### config.mk
export PLATFORM = sky130hd
export DESIGN_NAME = seven_seg_scanner
export DESIGN_NICKNAME = d
export VERILOG_FILES = /design/src/rtl/seven_seg_scanner.sv
export SDC_FILE = /design/constraint.sdc
export NUM_CORES = 1
export LEC_CHECK = 0
export CAP_MARGIN = 20
export CORE_MARGIN = 2
export CORE_UTILIZATION = 55
export CTS_CLUSTER_DIAMETER = 150
export DETAILED_ROUTE_END_ITERATION = 8
export PLACE_DENSITY = 0.85
export SETUP_SLACK_MARGIN = 0.15
export SKIP_LAST_GASP = 1
export SYNTH_ARGS = -nofsm -noshare
export SYNTH_HDL_FRONTEND = slang
export SYNTH_SLANG_ARGS = --single-unit
### constraint.sdc
create_clock -name clk -period 19.55 [get_ports clk]
set_clock_uncertainty 0.15 [all_clocks]
set_input_delay 5.865 -clock clk [delete_from_list [all_inputs] [get_ports clk]]
set_output_delay 5.865 -clock clk [all_outputs]
set_load 0.005 [all_outputs]
### src/rtl/seven_seg_scanner.sv
// ---------------------------------------------------------------------------
// seven_seg_scanner
//
// Time-multiplexed driver for an 8-digit common-anode seven-segment display.
// Each frame is eight back-to-back digit slots of DIGIT_CYCLES clocks. Every
// slot opens with BLANK_CYCLES dark cycles (anti-ghosting), then lights the
// digit for W*(brightness+1) cycles, with W = (DIGIT_CYCLES-BLANK_CYCLES)/8.
// Digit patterns, blink mask and brightness are snapshotted once per frame so
// the picture never tears. Digits flagged in the blink mask are hidden on
// alternate runs of BLINK_FRAMES frames.
//
// Parameters:
//   DIGIT_CYCLES  clocks per digit slot
//   BLANK_CYCLES  dark clocks at the start of each slot
//                 (1 <= BLANK_CYCLES < DIGIT_CYCLES, and
//                  DIGIT_CYCLES-BLANK_CYCLES divisible by 8)
//   BLINK_FRAMES  frames per blink half-period (>= 1)
//
// Ports:
//   clk          system clock
//   reset        asynchronous reset, active low
//   enable       1 = scan, 0 = dark with counters cleared
//   d0..d7       digit segment patterns, bit6..bit0 = g..a, 1 = lit
//   blink_mask   bit k = 1 makes digit k blink
//   brightness   0 = dimmest, 7 = full
//   an           digit enables, active low, an[k] drives digit k
//   seg          segment bus, active low
//   frame_start  one-cycle pulse in the first cycle of every frame
// ---------------------------------------------------------------------------
module seven_seg_scanner #(
    parameter int DIGIT_CYCLES = 50000,
    parameter int BLANK_CYCLES = 1000,
    parameter int BLINK_FRAMES = 64
) (
    input  logic       clk,
    input  logic       reset,
    input  logic       enable,
    input  logic [6:0] d0,
    input  logic [6:0] d1,
    input  logic [6:0] d2,
    input  logic [6:0] d3,
    input  logic [6:0] d4,
    input  logic [6:0] d5,
    input  logic [6:0] d6,
    input  logic [6:0] d7,
    input  logic [7:0] blink_mask,
    input  logic [2:0] brightness,
    output logic [7:0] an,
    output logic [6:0] seg,
    output logic       frame_start
);

    localparam int W  = (DIGIT_CYCLES - BLANK_CYCLES) / 8;
    localparam int SW = (DIGIT_CYCLES > 1) ? $clog2(DIGIT_CYCLES) : 1;
    localparam int FW = (BLINK_FRAMES > 1) ? $clog2(BLINK_FRAMES) : 1;
    localparam logic [SW-1:0] SLOT_LAST  = SW'(DIGIT_CYCLES - 1);
    localparam logic [FW-1:0] FRAME_LAST = FW'(BLINK_FRAMES - 1);

    // IDLE: dark, waiting for enable. The first clock edge that sees
    // enable = 1 in IDLE is a frame-start edge and moves to SCAN.
    typedef enum logic {
        IDLE,
        SCAN
    } state_t;

    state_t        state_q, state_d;
    logic [SW-1:0] slot_q, slot_d;
    logic [2:0]    digit_q, digit_d;
    logic [FW-1:0] frame_q, frame_d;
    logic          phase_q, phase_d;
    logic [6:0]    dSnap_q [8];
    logic [6:0]    dSnap_d [8];
    logic [7:0]    maskSnap_q, maskSnap_d;
    logic [2:0]    brightSnap_q, brightSnap_d;
    logic [7:0]    an_q, an_d;
    logic [6:0]    seg_q, seg_d;
    logic          frameStart_q, frameStart_d;

    logic          loadSnap;
    logic          blinkHide;
    logic [31:0]   offsetWide;
    logic [31:0]   litEnd;

    // Next-state logic. The counters describe the position that will be on
    // the pins during the next cycle, and the registered outputs are decoded
    // from that same position, so an/seg/frame_start stay mutually aligned.
    always_comb begin
        state_d      = state_q;
        slot_d       = slot_q;
        digit_d      = digit_q;
        frame_d      = frame_q;
        phase_d      = phase_q;
        dSnap_d      = dSnap_q;
        maskSnap_d   = maskSnap_q;
        brightSnap_d = brightSnap_q;
        an_d         = 8'hFF;
        seg_d        = 7'h7F;
        frameStart_d = 1'b0;
        loadSnap     = 1'b0;

        if (!enable) begin
            state_d = IDLE;
            slot_d  = '0;
            digit_d = '0;
            frame_d = '0;
            phase_d = 1'b0;
        end else if (state_q == IDLE) begin
            // Restart: blink sequence begins again at frame 0, phase 0.
            state_d      = SCAN;
            slot_d       = '0;
            digit_d      = '0;
            loadSnap     = 1'b1;
            frameStart_d = 1'b1;
        end else if (slot_q == SLOT_LAST) begin
            slot_d = '0;
            if (digit_q == 3'd7) begin
                digit_d      = '0;
                loadSnap     = 1'b1;
                frameStart_d = 1'b1;
                if (frame_q == FRAME_LAST) begin
                    frame_d = '0;
                    phase_d = ~phase_q;
                end else begin
                    frame_d = frame_q + FW'(1);
                end
            end else begin
                digit_d = digit_q + 3'd1;
            end
        end else begin
            slot_d = slot_q + SW'(1);
        end

        if (loadSnap) begin
            dSnap_d[0]   = d0;
            dSnap_d[1]   = d1;
            dSnap_d[2]   = d2;
            dSnap_d[3]   = d3;
            dSnap_d[4]   = d4;
            dSnap_d[5]   = d5;
            dSnap_d[6]   = d6;
            dSnap_d[7]   = d7;
            maskSnap_d   = blink_mask;
            brightSnap_d = brightness;
        end

        // Lit window: [BLANK, BLANK + W*(brightness+1)) within the slot.
        offsetWide = 32'(slot_d);
        litEnd     = 32'(BLANK_CYCLES) + 32'(W) * (32'(brightSnap_d) + 32'd1);
        blinkHide  = phase_d & maskSnap_d[digit_d];

        if ((state_d == SCAN) && (offsetWide >= 32'(BLANK_CYCLES)) &&
            (offsetWide < litEnd) && !blinkHide) begin
            an_d  = ~(8'd1 << digit_d);
            seg_d = ~dSnap_d[digit_d];
        end
    end

    // State and output registers; reset darkens the display at once.
    always_ff @(posedge clk or negedge reset) begin
        if (!reset) begin
            state_q      <= IDLE;
            slot_q       <= '0;
            digit_q      <= '0;
            frame_q      <= '0;
            phase_q      <= 1'b0;
            dSnap_q      <= '{default: '0};
            maskSnap_q   <= '0;
            brightSnap_q <= '0;
            an_q         <= 8'hFF;
            seg_q        <= 7'h7F;
            frameStart_q <= 1'b0;
        end else begin
            state_q      <= state_d;
            slot_q       <= slot_d;
            digit_q      <= digit_d;
            frame_q      <= frame_d;
            phase_q      <= phase_d;
            dSnap_q      <= dSnap_d;
            maskSnap_q   <= maskSnap_d;
            brightSnap_q <= brightSnap_d;
            an_q         <= an_d;
            seg_q        <= seg_d;
            frameStart_q <= frameStart_d;
        end
    end

    assign an          = an_q;
    assign seg         = seg_q;
    assign frame_start = frameStart_q;

endmodule
# After elaboration in Yosys (flattened, before gate mapping)
# Cells that the tools add are included.
# Widths: inputs -> output; s select.
# word_totals
word_cells	77
out_inout_bits	16
regBits	110
inputBits	70
# op_classes
bitwise_logic	5
n_addsub	5
n_lt_le_gt_ge	4
n_reduce_logical	5
shifts	1
n_eq_ne	6
n_mul	1
mux	32
# op_table
op	count
$mux 56	1
$mux 16	3
$mux 6	5
$bmux 7 s3	1
$mux 7	3
$add 10x17->18 const A	1
$lt 16x18->1	1
$mul 13x4->17 const A	1
$add 16x1->16 const B	1
$eq 16x16->1 const B	1
$ge 16x10->1 const B	1
$mux 8	2
$mux 3	5
$mux 1	11
$not 8->8	1
$shl 1x3->8 const A	1
$not 7->7	1
$add 6x1->6 const B	1
$eq 6x6->1 const B	1
$ne 2x1->1 const B	3
$add 3x1->4 const B	1
$ge 4x4->1 const B	1
$lt 3x4->1 const B	1
$not 3->4	1
other kinds (8)	10

# Logic depth before layout (Yosys ltp)
# depth
ltp_word	13
ltp_mapped	33
mapped_depth_nobuf	29

# Worst setup path after synthesis
# Ideal clock, no wire load.
# synth_path
path_type	input port to flip-flop
startpoint	input enable
endpoint	register seg_q[4], in the netlist seg[4]
stages	28
arrival_time_ps	11453
required_ps	19316
n_path_buf	4
path_slack_ps	7863
setup_time_ps	84
cell_sequence	buf_2 > o21ai_4 > buf_6 > buf_4 > mux2_2 > ha_1 > xnor2_1 > inv_1 > fa_1 > inv_1 > ha_1 > a21o_1 > ha_1 > ha_1 > and2_1 > and3_1 > a211o_1 > a21oi_1 > xor2_1 > ha_1 > a21o_1 > a41o_1 > nor2_1 > a211o_1 > a211oi_1 > o211ai_2 > buf_2 > o2111ai_1
# synth_via
elab_chain_len	9
word_cells_on_any_way	26
cone_classes	add/sub: 2; mul: 1; order compare: 2; mux: 14; bitwise: 3; reduce/logical: 4
# synth_rtl
item	line	source
from (decl)	37	input logic enable,
$mux 1	101	if (!enable) begin
$mux 3	133	if (loadSnap) begin
via brightSnap_d[1]	74	logic [2:0] brightSnap_q, brightSnap_d;
$add 3x1->4	148	litEnd = 32'(BLANK_CYCLES) + 32'(W) * (32'(brightSnap_d) + 32'd1);
$mul 13x4->17	148	
$add 10x17->18	148	
$lt 16x18->1	152	(offsetWide < litEnd) && !blinkHide) begin
$logic_and 1x1->1	151	if ((state_d == SCAN) && (offsetWide >= 32'(BLANK_CYCLES)) &&
$logic_and 1x1->1	152	
$mux 7	151	
via seg_d[4]	76	logic [6:0] seg_q, seg_d;
to (signal assigned)	182	seg_q <= seg_d;
to (decl)	76	
# The timed path passes the listed nets, and every way through them passes these cells. The select of a mux whose other input is x is not followed.
# A chain may end at the register's enable or synchronous reset.

# Final worst setup path
# layout_path
startpoint	input enable
endpoint	register seg_q[0], in the netlist seg[0]
# Same word-level chain as after synthesis.

==> results list <==
- The final-report hold violation count was 0.
* Category of the worst setup path launch point: input pin
* CP Data Required Time: 19660 ps
- Layout overhead on the synthesized area: 17.4%
- Last weighted congestion value of the routability-driven placer: 0.899
- The share of total power dissipated in combinational logic is 0.395.
- Number of synthesized register bits: 110
* Leak Pwr: 3.71 nW
- Once placement finished, the instance area stood at 7710 um2.
- The worst-case IR drop observed on VDD is 0.0743 mV.
- CTS-repair resized insts: 0
- STA classifies the critical path endpoint as a register.
- Number of distinct library cell variants in the gate-level netlist after synthesis: 71
- GRT Total Usage: 0.244
* Unrepaired setup endpoints after global routing: no
- Tightest slew margin relative to the limit: 0.297
* DP Worst Slack: 6130 ps
- Result of the run: completed
- Global-route wire length before repair: 25300 um
* Async S/R FF share, synth: 1.00
- Maximum buffer depth of the clock tree: 2
- Timing would allow up to 76.5 MHz.
* Average vias per placed instance: 5.74
- TritonCTS built the clock tree.
- Standard-cell row count: 40
* Nets in the synthesized netlist: 742
* Setup bufs post-CTS: 0
- In this run the remaining antenna-violating nets after routing total 0.
- Total Die Area: 13300 um2
- Post-synthesis instance total: 612
- Post-synthesis average cell area: 11.2 um2
- Detailed-route via count: 4937
- Of the total power, the clock network draws 0.248.
* Clk slew on worst S/H paths: 70 ps
- In this run the cell area of the synthesized design comes to 6830 um2.
* Standard cell core area: 12100 um2
- Type of the most critical hold path: register to register
- Area of all placed cells without fillers: 8020 um2
- Fin. max-slew vios: 0
- Seq/Total Area, Yosys: 0.406
- For this configuration, the core starts out at a cell density of 0.566.
- Total Routed Length: 15800 um
- Violation count after the first detailed-route iteration: 320
* Leftover overflow at the end of global routing: 0
- Entering global routing, the biggest net connects 85 pins.
- Of the total power, registers draw 0.356.
- The first detailed-routing pass ran for 5 iterations.
- For this run, the leading register cell type out of synthesis is sky130_fd_sc_hd__dfrtp_1.
* Final-stage net count: 817
- Accumulated negative setup slack: 0 ps
- Along the worst path, the maximum fanout reaches 68.
* Sw power: 0.246 mW
* Vias in the first global route: 5088
- Number of sinks handled by clock tree synthesis: 110
- Buffers placed on the I/O ports in this run total 85.
- From bottom edge to top edge, the die measures 115 um.
* Power per standard cell area: 89.1 nW/um2
- Final HPWL from detailed placement: 11800 um
- After detailed routing, the number of remaining DRC violations is 0.
- After detailed routing, the average wire length per cell comes to 18.3 um.
* H-tree levels: 3
* Antenna violations before repair: 0
- Root buffer cell: sky130_fd_sc_hd__clkbuf_16
* Worst Setup Path Type: input pin to register
- TritonCTS Buffers: 9
- Horizontal die dimension: 115 um
- The repair_antennas step left the layout with diodes totalling 0.
* Setup slack of the critical path after layout: 6470 ps
- Ratio of cells with drive above 1 in the final layout: 0.139
- Synth Warn #: 0
- Shortest clock period the worst path allows after layout: 13080 ps
* Switching portion of total power: 0.345
- WP data arrival: 13190 ps
* Post-cts hold buffer count: 0
- During I/O placement, the number of pins put on the boundary was 86.
- Across the run, the number of max-cap violations was 0.
- P_int: 0.468 mW
* Slew at the pin with the worst max-slew slack: 1050 ps
- For the worst-skew pair, the clock arrives at the later sink with an insertion delay of 350 ps.
* Number of synthesized flops with an enable pin: 0
- Setup violations remaining at the end of the flow were counted as 0.
- For this run, the share of the core covered by cells in the final layout is 0.665.
* Final period utilization: 0.669
==> path summary, 6_finish.rpt <==
kind	from	endpoint	slack, ps	cells past startpoint
min in group asynchronous	reset	dSnap_q[25]$_DFF_PN0_	5260	1
hold / removal	dSnap_q[34]$_DFF_PN0_	dSnap_q[34]$_DFF_PN0_	340	2
hold reg to reg	dSnap_q[34]$_DFF_PN0_	dSnap_q[34]$_DFF_PN0_	340	2
max in group asynchronous	reset	seg[3]$_DFF_PN1_	13030	3
setup / recovery	enable	seg[0]$_DFF_PN1_	6470	26
setup reg to reg	digit_q[0]$_DFF_PN0_	seg[0]$_DFF_PN1_	11150	29
==> worst max-delay path, cell delays in order <==
cell                              delay, ps
sky130_fd_sc_hd__clkdlybuf4s50_1        630
sky130_fd_sc_hd__o21ai_4                130
sky130_fd_sc_hd__buf_4                  780
sky130_fd_sc_hd__mux2_2                 450
sky130_fd_sc_hd__ha_1                   190
sky130_fd_sc_hd__xnor2_1                780
sky130_fd_sc_hd__inv_1                  300
sky130_fd_sc_hd__fa_1                   480
sky130_fd_sc_hd__inv_1                   60
sky130_fd_sc_hd__ha_1                   130
sky130_fd_sc_hd__a21o_1                  90
sky130_fd_sc_hd__ha_1                   230
sky130_fd_sc_hd__ha_1                   350
sky130_fd_sc_hd__and2_1                 180
sky130_fd_sc_hd__and3_1                 180
sky130_fd_sc_hd__a211o_1                270
sky130_fd_sc_hd__a21oi_1                180
sky130_fd_sc_hd__xor2_1                  90
sky130_fd_sc_hd__ha_1                   300
sky130_fd_sc_hd__a21o_1                 150
sky130_fd_sc_hd__a41o_1                 100
sky130_fd_sc_hd__nor2_1                  40
sky130_fd_sc_hd__a211o_1                260
sky130_fd_sc_hd__a211oi_1               260
sky130_fd_sc_hd__o211ai_2               350
sky130_fd_sc_hd__o2111ai_1              240
==> state kept, by name, indices dropped and copies added (netlist names) <==
name          count
frame_q           6
an                8
frame_start       1
digit_q           3
maskSnap_q        8
phase_q           1
brightSnap_q      3
slot_q           16
state_q           1
dSnap_q          56
seg               7
==> power by group through the flow <==
stage,Combinational (mW),Sequential (mW),Clock [mW]
5_1_grt,0.323,0.257,0.188
4_1_cts,0.283,0.255,0.178
3_3_place_gp,0.263,0.257,0
6_report,0.282,0.255,0.177
2_1_floorplan,0.207,0.256,0
3_5_place_dp,0.281,0.259,0
==> routing by layer <==
metal / GRT usage / wire length [um] / vias up / part of all wire
met5: 0 / 0 / - / 0
met4: 0.0723 / 267 / 0 / 0.017
met3: 0.0455 / 809 / 19 / 0.051
met2: 0.415 / 7910 / 151 / 0.50
met1: 0.319 / 6780 / 2439 / 0.43
li1: - / - / 2328 / -
==> Yosys cell counts, types with 10 or more instances <==
| cell type | count | area (um2) |
|---|---|---|
| sky130_fd_sc_hd__mux2_4 | 14 | 210 |
| sky130_fd_sc_hd__mux2_2 | 30 | 338 |
| sky130_fd_sc_hd__nand2_1 | 26 | 97.6 |
| sky130_fd_sc_hd__nor2_1 | 30 | 113 |
| sky130_fd_sc_hd__dfrtp_1 | 95 | 2380 |
| sky130_fd_sc_hd__nand4_1 | 16 | 100 |
| sky130_fd_sc_hd__nand3_1 | 11 | 55.1 |
| sky130_fd_sc_hd__mux2i_1 | 38 | 380 |
| sky130_fd_sc_hd__ha_1 | 52 | 651 |
| sky130_fd_sc_hd__a21oi_1 | 17 | 85.1 |
| sky130_fd_sc_hd__a221oi_1 | 10 | 87.6 |
| sky130_fd_sc_hd__xor2_1 | 12 | 105 |
| sky130_fd_sc_hd__xnor2_1 | 18 | 158 |
| sky130_fd_sc_hd__dfstp_2 | 15 | 394 |
| sky130_fd_sc_hd__inv_1 | 61 | 229 |
==> cell usage in the layout, fill, tap and decap left out, types with 14 or more instances in the layout <==
| cell | count |
|---|---|
| sky130_fd_sc_hd__mux2_2 | 30 |
| sky130_fd_sc_hd__nor2_1 | 30 |
| sky130_fd_sc_hd__dfstp_2 | 15 |
| sky130_fd_sc_hd__nand2_1 | 26 |
| sky130_fd_sc_hd__xnor2_1 | 18 |
| sky130_fd_sc_hd__nand4_1 | 16 |
| sky130_fd_sc_hd__ha_1 | 52 |
| sky130_fd_sc_hd__clkdlybuf4s50_1 | 84 |
| sky130_fd_sc_hd__mux2_4 | 14 |
| sky130_fd_sc_hd__a21oi_1 | 17 |
| sky130_fd_sc_hd__inv_1 | 61 |
| sky130_fd_sc_hd__dfrtp_1 | 95 |
| sky130_fd_sc_hd__mux2i_1 | 38 |
==> through the flow <==
step	hold WS, ps	power (mW)	cells
after CTS	340	0.716	859
after global placement	311	0.520	843
final	338	0.714	860
after global routing	361	0.768	860
after detailed placement	319	0.540	843
after floorplan	295	0.463	612
==> layout make-up <==
class,count,area [um2]
inverter,61,229
tap,168,210
sequential,110,2770
clock buffer,10,229
multi-input combinational,416,3630
clock inverter,6,55.1
fill,895,4040
timing repair buffer,89,898
==> kinds of logic after synthesis <==
family          count (synthesis)  share of synthesized area
xor+xnor                       30                     0.0385
fa+ha+maj                      60                      0.119
simple gates                  145                      0.120
buf+inv                        86                     0.0632
mux                            88                      0.146
compound gates                 93                      0.108
flops                         110                      0.406
Power figures use the tool's default switching activity.
